### src/rtl/vga_pkg.sv
// VGA frame timing constants shared by v_counter and the vblank arbiter,
// plus the arbiter state type.
package vga_pkg;

  localparam int H_TOTAL_TIME    = 800;
  localparam int V_DISP_TIME     = 480;
  localparam int V_TOTAL_TIME    = 525;
  localparam int DEF_GUARD_LINES = 2;

  typedef enum logic [1:0] {
    IDLE   = 2'd0,
    ARB    = 2'd1,
    GRANT  = 2'd2,
    CLOSED = 2'd3
  } arb_state_t;

endpackage

### src/rtl/vblank_arbiter_rr_pick.sv
// Combinational round-robin select: first set request at or above rr_ptr, wrapping at N_REQ.
module rr_pick #(
  parameter int N_REQ = 4,
  parameter int IW    = (N_REQ > 1) ? $clog2(N_REQ) : 1
) (
  input  logic [N_REQ-1:0] req,
  input  logic [IW-1:0]    rr_ptr,
  output logic             valid,
  output logic [IW-1:0]    idx
);

  logic [IW:0]   sum;
  logic [IW-1:0] cand;

  // One extra bit of headroom so a non-power-of-2 N_REQ can wrap by subtraction.
  always_comb begin
    valid = 1'b0;
    idx   = '0;
    sum   = '0;
    cand  = '0;
    for (int i = 0; i < N_REQ; i++) begin
      sum = {1'b0, rr_ptr} + (IW+1)'(i);
      if (sum >= (IW+1)'(N_REQ)) begin
        sum = sum - (IW+1)'(N_REQ);
      end
      cand = sum[IW-1:0];
      if (!valid && req[cand]) begin
        valid = 1'b1;
        idx   = cand;
      end
    end
  end

endmodule

### src/rtl/vblank_arbiter.sv
// Round-robin framebuffer access grants confined to the vertical blanking window.
// Define VBLANK_ARB_TIMEOUT_EN to revoke grants held longer than MAX_GRANT_CYCLES.
module vblank_arbiter
  import vga_pkg::*;
#(
  parameter int N_REQ       = 4,
  parameter int GUARD_LINES = DEF_GUARD_LINES
`ifdef VBLANK_ARB_TIMEOUT_EN
  ,
  parameter int MAX_GRANT_CYCLES = 4096
`endif
) (
  input  logic             clk,
  input  logic             rst_n,
  input  logic             v_blank,
  input  logic [10:0]      v_cnt,
  input  logic [N_REQ-1:0] req,
  input  logic [N_REQ-1:0] done,
  output logic [N_REQ-1:0] gnt,
  output logic             window_open,
  output logic             overrun,
  output logic [2:0]       overrun_id
);

  localparam int            IW         = (N_REQ > 1) ? $clog2(N_REQ) : 1;
  localparam logic [10:0]   CLOSE_LINE = 11'(V_TOTAL_TIME - GUARD_LINES);
  localparam logic [IW-1:0] LAST_IDX   = IW'(N_REQ - 1);

  arb_state_t       state, state_nxt;
  logic             v_blank_d;
  logic             rise, close_win;
  logic [N_REQ-1:0] gnt_nxt;
  logic             win_nxt, ovr_nxt;
  logic [2:0]       ovr_id_nxt;
  logic [IW-1:0]    rr_ptr, rr_nxt;
  logic [IW-1:0]    gnt_idx, gnt_idx_nxt;
  logic             pick_vld;
  logic [IW-1:0]    pick_idx;

  assign rise      = v_blank & ~v_blank_d;
  assign close_win = ~v_blank | (v_cnt >= CLOSE_LINE);

  rr_pick #(
    .N_REQ (N_REQ),
    .IW    (IW)
  ) u_rr_pick (
    .req    (req),
    .rr_ptr (rr_ptr),
    .valid  (pick_vld),
    .idx    (pick_idx)
  );

`ifdef VBLANK_ARB_TIMEOUT_EN
  localparam logic [12:0] HOLD_LAST = 13'(MAX_GRANT_CYCLES - 1);
  logic [12:0] hold_cnt;

  // Held at zero outside GRANT, so every new grant starts counting from zero.
  always_ff @(posedge clk or negedge rst_n) begin
    if (!rst_n) begin
      hold_cnt <= '0;
    end else if (state != GRANT) begin
      hold_cnt <= '0;
    end else begin
      hold_cnt <= hold_cnt + 13'd1;
    end
  end
`endif

  always_comb begin
    state_nxt   = state;
    gnt_nxt     = gnt;
    win_nxt     = window_open;
    ovr_nxt     = 1'b0;
    ovr_id_nxt  = overrun_id;
    rr_nxt      = rr_ptr;
    gnt_idx_nxt = gnt_idx;
    case (state)
      IDLE: begin
        if (rise && !close_win) begin
          state_nxt = ARB;
          win_nxt   = 1'b1;
        end
      end
      ARB: begin
        if (close_win) begin
          state_nxt = CLOSED;
          win_nxt   = 1'b0;
        end else if (pick_vld) begin
          gnt_nxt           = '0;
          gnt_nxt[pick_idx] = 1'b1;
          gnt_idx_nxt       = pick_idx;
          rr_nxt            = (pick_idx == LAST_IDX) ? '0 : pick_idx + IW'(1);
          state_nxt         = GRANT;
        end
      end
      GRANT: begin
        // A release in the closing cycle is a clean hand-back, not an overrun.
        if (done[gnt_idx]) begin
          gnt_nxt   = '0;
          state_nxt = ARB;
        end else if (close_win) begin
          gnt_nxt    = '0;
          ovr_nxt    = 1'b1;
          ovr_id_nxt = 3'(gnt_idx);
          win_nxt    = 1'b0;
          state_nxt  = CLOSED;
        end
`ifdef VBLANK_ARB_TIMEOUT_EN
        else if (hold_cnt == HOLD_LAST) begin
          gnt_nxt    = '0;
          ovr_nxt    = 1'b1;
          ovr_id_nxt = 3'(gnt_idx);
          state_nxt  = ARB;
        end
`endif
      end
      CLOSED: begin
        gnt_nxt = '0;
        if (!v_blank) begin
          state_nxt = IDLE;
        end
      end
      default: state_nxt = IDLE;
    endcase
  end

  always_ff @(posedge clk or negedge rst_n) begin
    if (!rst_n) begin
      state       <= IDLE;
      gnt         <= '0;
      window_open <= 1'b0;
      overrun     <= 1'b0;
      overrun_id  <= '0;
      rr_ptr      <= '0;
      gnt_idx     <= '0;
      v_blank_d   <= 1'b0;
    end else begin
      state       <= state_nxt;
      gnt         <= gnt_nxt;
      window_open <= win_nxt;
      overrun     <= ovr_nxt;
      overrun_id  <= ovr_id_nxt;
      rr_ptr      <= rr_nxt;
      gnt_idx     <= gnt_idx_nxt;
      v_blank_d   <= v_blank;
    end
  end

endmodule

### config.mk
export PLATFORM = sky130hd
export DESIGN_NAME = vblank_arbiter
export DESIGN_NICKNAME = d
export VERILOG_FILES = /design/src/rtl/vga_pkg.sv /design/src/rtl/vblank_arbiter_rr_pick.sv /design/src/rtl/vblank_arbiter.sv
export SDC_FILE = /design/constraint.sdc
export NUM_CORES = 1
export LEC_CHECK = 0
export BUFFER_PORTS_ARGS = -buffer_cell sky130_fd_sc_hd__buf_2
export CAP_MARGIN = 25
export CORE_MARGIN = 3
export CORE_UTILIZATION = 49
export CTS_CLUSTER_SIZE = 30
export DETAILED_ROUTE_END_ITERATION = 10
export GPL_ROUTABILITY_DRIVEN = 0
export MAX_ROUTING_LAYER = met4
export PLACE_DENSITY = 0.8
export RECOVER_POWER = 100
export SLEW_MARGIN = 30
export SYNTH_ARGS = -nofsm -noshare
export SYNTH_HDL_FRONTEND = slang
export SYNTH_SLANG_ARGS = --single-unit
### constraint.sdc
create_clock -name clk -period 2.5 [get_ports clk]
set_input_delay 0.25 -clock clk [delete_from_list [all_inputs] [get_ports clk]]
set_output_delay 0.25 -clock clk [all_outputs]
set_load 0.02 [all_outputs]
==> qor.yml <==
synth_edf_count: 0
power_density_mw_per_mm2: 1020
cts_resized: 0
clkPwrFrac_pct: 11.5
met2_usage_pct: 29.8
cts_tree: "done"
die_w_um: 50.9
final_hold_viol_count: 0
p_seq_share_pct: 35.1
drtPass1Iterations: 4
post_cts_buffers: 0
routed_wl_um: 1970
dp_hpwl_um: 1570
grt_use_met1_pct: 21.0
fillers: 162
min_delay_worst_endpoint: "v_blank_d$_DFF_PN0_"
num-nets-final: 164
num_vias: 829
synth_ff_type: "dfrtp_1"
drcViolationCount: 0
clock_sinks: 15
path_class: "flip-flop to flip-flop"
grt_use_met3_pct: 2.92
p_int_uw: 672
drive_above_1_share_pct: 23.5
wl_per_cell_um: 12.5
crit_fanout: 5
cp-start-kind: "flip-flop"
synth_area_leaders: "dfrtp_1 (38%), ha_1 (11%), mux2i_1 (6.1%)"
rsz0062_at_grt: "no"
grtUsageTotal_pct: 17.2
multi_input_area_um2: 539
die-area_mm2: 0.00259
ioPinCount: 31
antenna_left: 0
finClkSkew_ns: 0.00394
via_per_inst: 5.28
clock.fmax_ghz: 0.501
antenna_found_initial: 0
synth.avg_cell_area_um2: 10.1
synth_nets: 129
synth_top_area_share_pct: 38.1
cts_max_path_buffers: 2
p_leak_nw: 0.590
critPathArrivalTime_ns: 2.19
min_period_ns: 2.00
finalCritPeriodShare_pct: 79.8
relSlewSlack_pct: 46.0
min_from: "v_blank"
worstSkewPairLatency_ns: 0.28
hold_class: "input port to flip-flop"
setup_viol: 0
ys_ff_latch: 15
gr-total-overflow: 0
syn-cell-area_um2: 986
p_sw_uw: 525
swShare_pct: 43.9
cts_made_buffers: 3
top_usage_layer: "met2"
ys_warn_count: 0
crit_path_end_kind: "flip-flop"
die_y_um: 50.9
final_max_slew_viol_count: 0
seq_area_frac_synth_pct: 38.1
grt_pass1_vias: 795
root_buffer: "clkbuf_4"
first_iter_violations: 19
startpoint: "state[0]$_DFFE_PN0P_"
fin_setup_tns_ns: 0
postSynthCellCount: 98
antennaDiodeCount: 0
htree_levels: 1
r2r_start: "state[0]$_DFFE_PN0P_"
ff2ff_path_depth: 6
grt_start_max_net_pins: 16
port_buffers: 29
postSynth.asyncResetShare_pct: 100
seqCellArea_um2: 375
peakVddDrop_v: 0.000540
synth_top_cell_by_area: "dfrtp_1"
synthToLayoutAreaGrowth_pct: 19.5
required_ns: 2.69
timing.rr.end: "gnt[3]$_DFFE_PN0P_"
start_util_pct: 54.2
report.power.total_mw: 1.20
r2r_slack_ns: 0.50
ys_types: 37
core-area_mm2: 0.00182
hold_path_depth: 1
status: "finished clean"
worst_pin_slew_ns: 0.809
cap_violations: 0
rows: 15
p_comb_share_pct: 53.4
grt_pass1_wl_um: 3350
clkTransAtPathRegs_ns: 0.09
## registers in the layout (all words and copies together), names as in the netlist
name         count
window_open      1
overrun          1
v_blank_d        1
overrun_id       2
gnt              4
state            2
gnt_idx          2
rr_ptr           2
## cell type report
| type | count | area share, % |
|---|---|---|
| inverters | 15 | 4.78 |
| multi-input cells | 67 | 45.8 |
| repair buffers | 31 | 12.7 |
| clock buffers | 4 | 2.23 |
| well taps | 25 | 2.65 |
| flip-flops and latches | 15 | 31.8 |
## routing by layer
layer,up-vias,wire length [µm]
met4,0,5
met2,27,905
met3,2,108
met1,379,947
li1,421,-
met5,-,0
## synthesized netlist by cell type, types with 2 or more instances
master,count
a21oi_1,4
dfrtp_1,15
ha_1,9
inv_1,15
mux2_2,2
mux2i_1,6
nand2_1,9
nand2b_1,2
nor2_1,2
nor2b_1,2
o21ai_0,4
o31ai_1,2
or4_4,2
## power groups by stage
stage	clock network [mW]	logic, mW	registers, mW
detailed placement	0	0.669	0.421
CTS	0.141	0.671	0.418
global placement	0	0.646	0.419
floorplan	0	0.433	0.479
global route	0.155	0.725	0.436
finish	0.138	0.640	0.420
## worst max-delay path by stage
stage / to / slack [ns] / depth (start not counted)
2_1_floorplan: rr_ptr[1]$_DFFE_PN0P_ / 0.54 / 4
3_3_place_gp: rr_ptr[1]$_DFFE_PN0P_ / 0.43 / 5
3_5_place_dp: rr_ptr[1]$_DFFE_PN0P_ / 0.41 / 5
4_1_cts: gnt[3]$_DFFE_PN0P_ / 0.52 / 6
5_1_grt: gnt[3]$_DFFE_PN0P_ / 0.32 / 6
6_report: gnt[3]$_DFFE_PN0P_ / 0.50 / 6
## cells in the final DEF, fill, tap and decap left out, types with 2 or more instances in the layout
cell,synthesis,routed
clkbuf_1,0,11
o21ai_0,4,4
a21oi_1,4,4
buf_2,0,19
o31ai_1,2,2
clkbuf_4,0,3
nor2_1,2,2
nand2_1,9,9
nor2b_1,2,2
mux2i_1,6,6
inv_1,15,15
nand2b_1,2,2
dfrtp_1,15,15
mux2_2,2,2
ha_1,9,9
## cells by family after synthesis
logic type                 Yosys count  synth area share (%)
other                                1                 0.380
and+or+nand+nor                     20                  10.9
muxes                                9                  9.90
AOI/OAI and AO/OA                   28                  22.8
buffers and inverters               16                  6.47
adders and majority gates            9                  11.4
DFF                                 15                  38.1
## stage by stage
stage / hold slack [ns] / setup slack (ns) / util [%] / cells / instance area, µm²
floorplan: -0.0456 / 0.545 / - / 98 / 986
global placement: 0.172 / 0.426 / 63.8 / 152 / 1160
detailed placement: 0.172 / 0.408 / 63.8 / 152 / 1160
CTS: 0.0975 / 0.519 / 65.8 / 157 / 1200
global route: 0.112 / 0.318 / 64.7 / 157 / 1180
finish: 0.108 / 0.504 / 64.7 / 157 / 1180
## repair_timing
action                                  in CTS  in global routing
endpoints found under the setup margin       0                  0
endpoints found under the hold margin       15                  0
hold buffers                                 1                  0
## worst max-delay path: stages, from the launching register on
cell and delay, ns:
dfrtp_1 0.44, inv_1 0.13, ha_1 0.21, nor2b_1 0.19
a22oi_1 0.14, o311ai_2 0.52, mux2i_1 0.28
No activity file was read; power rests on OpenSTA's default activity.
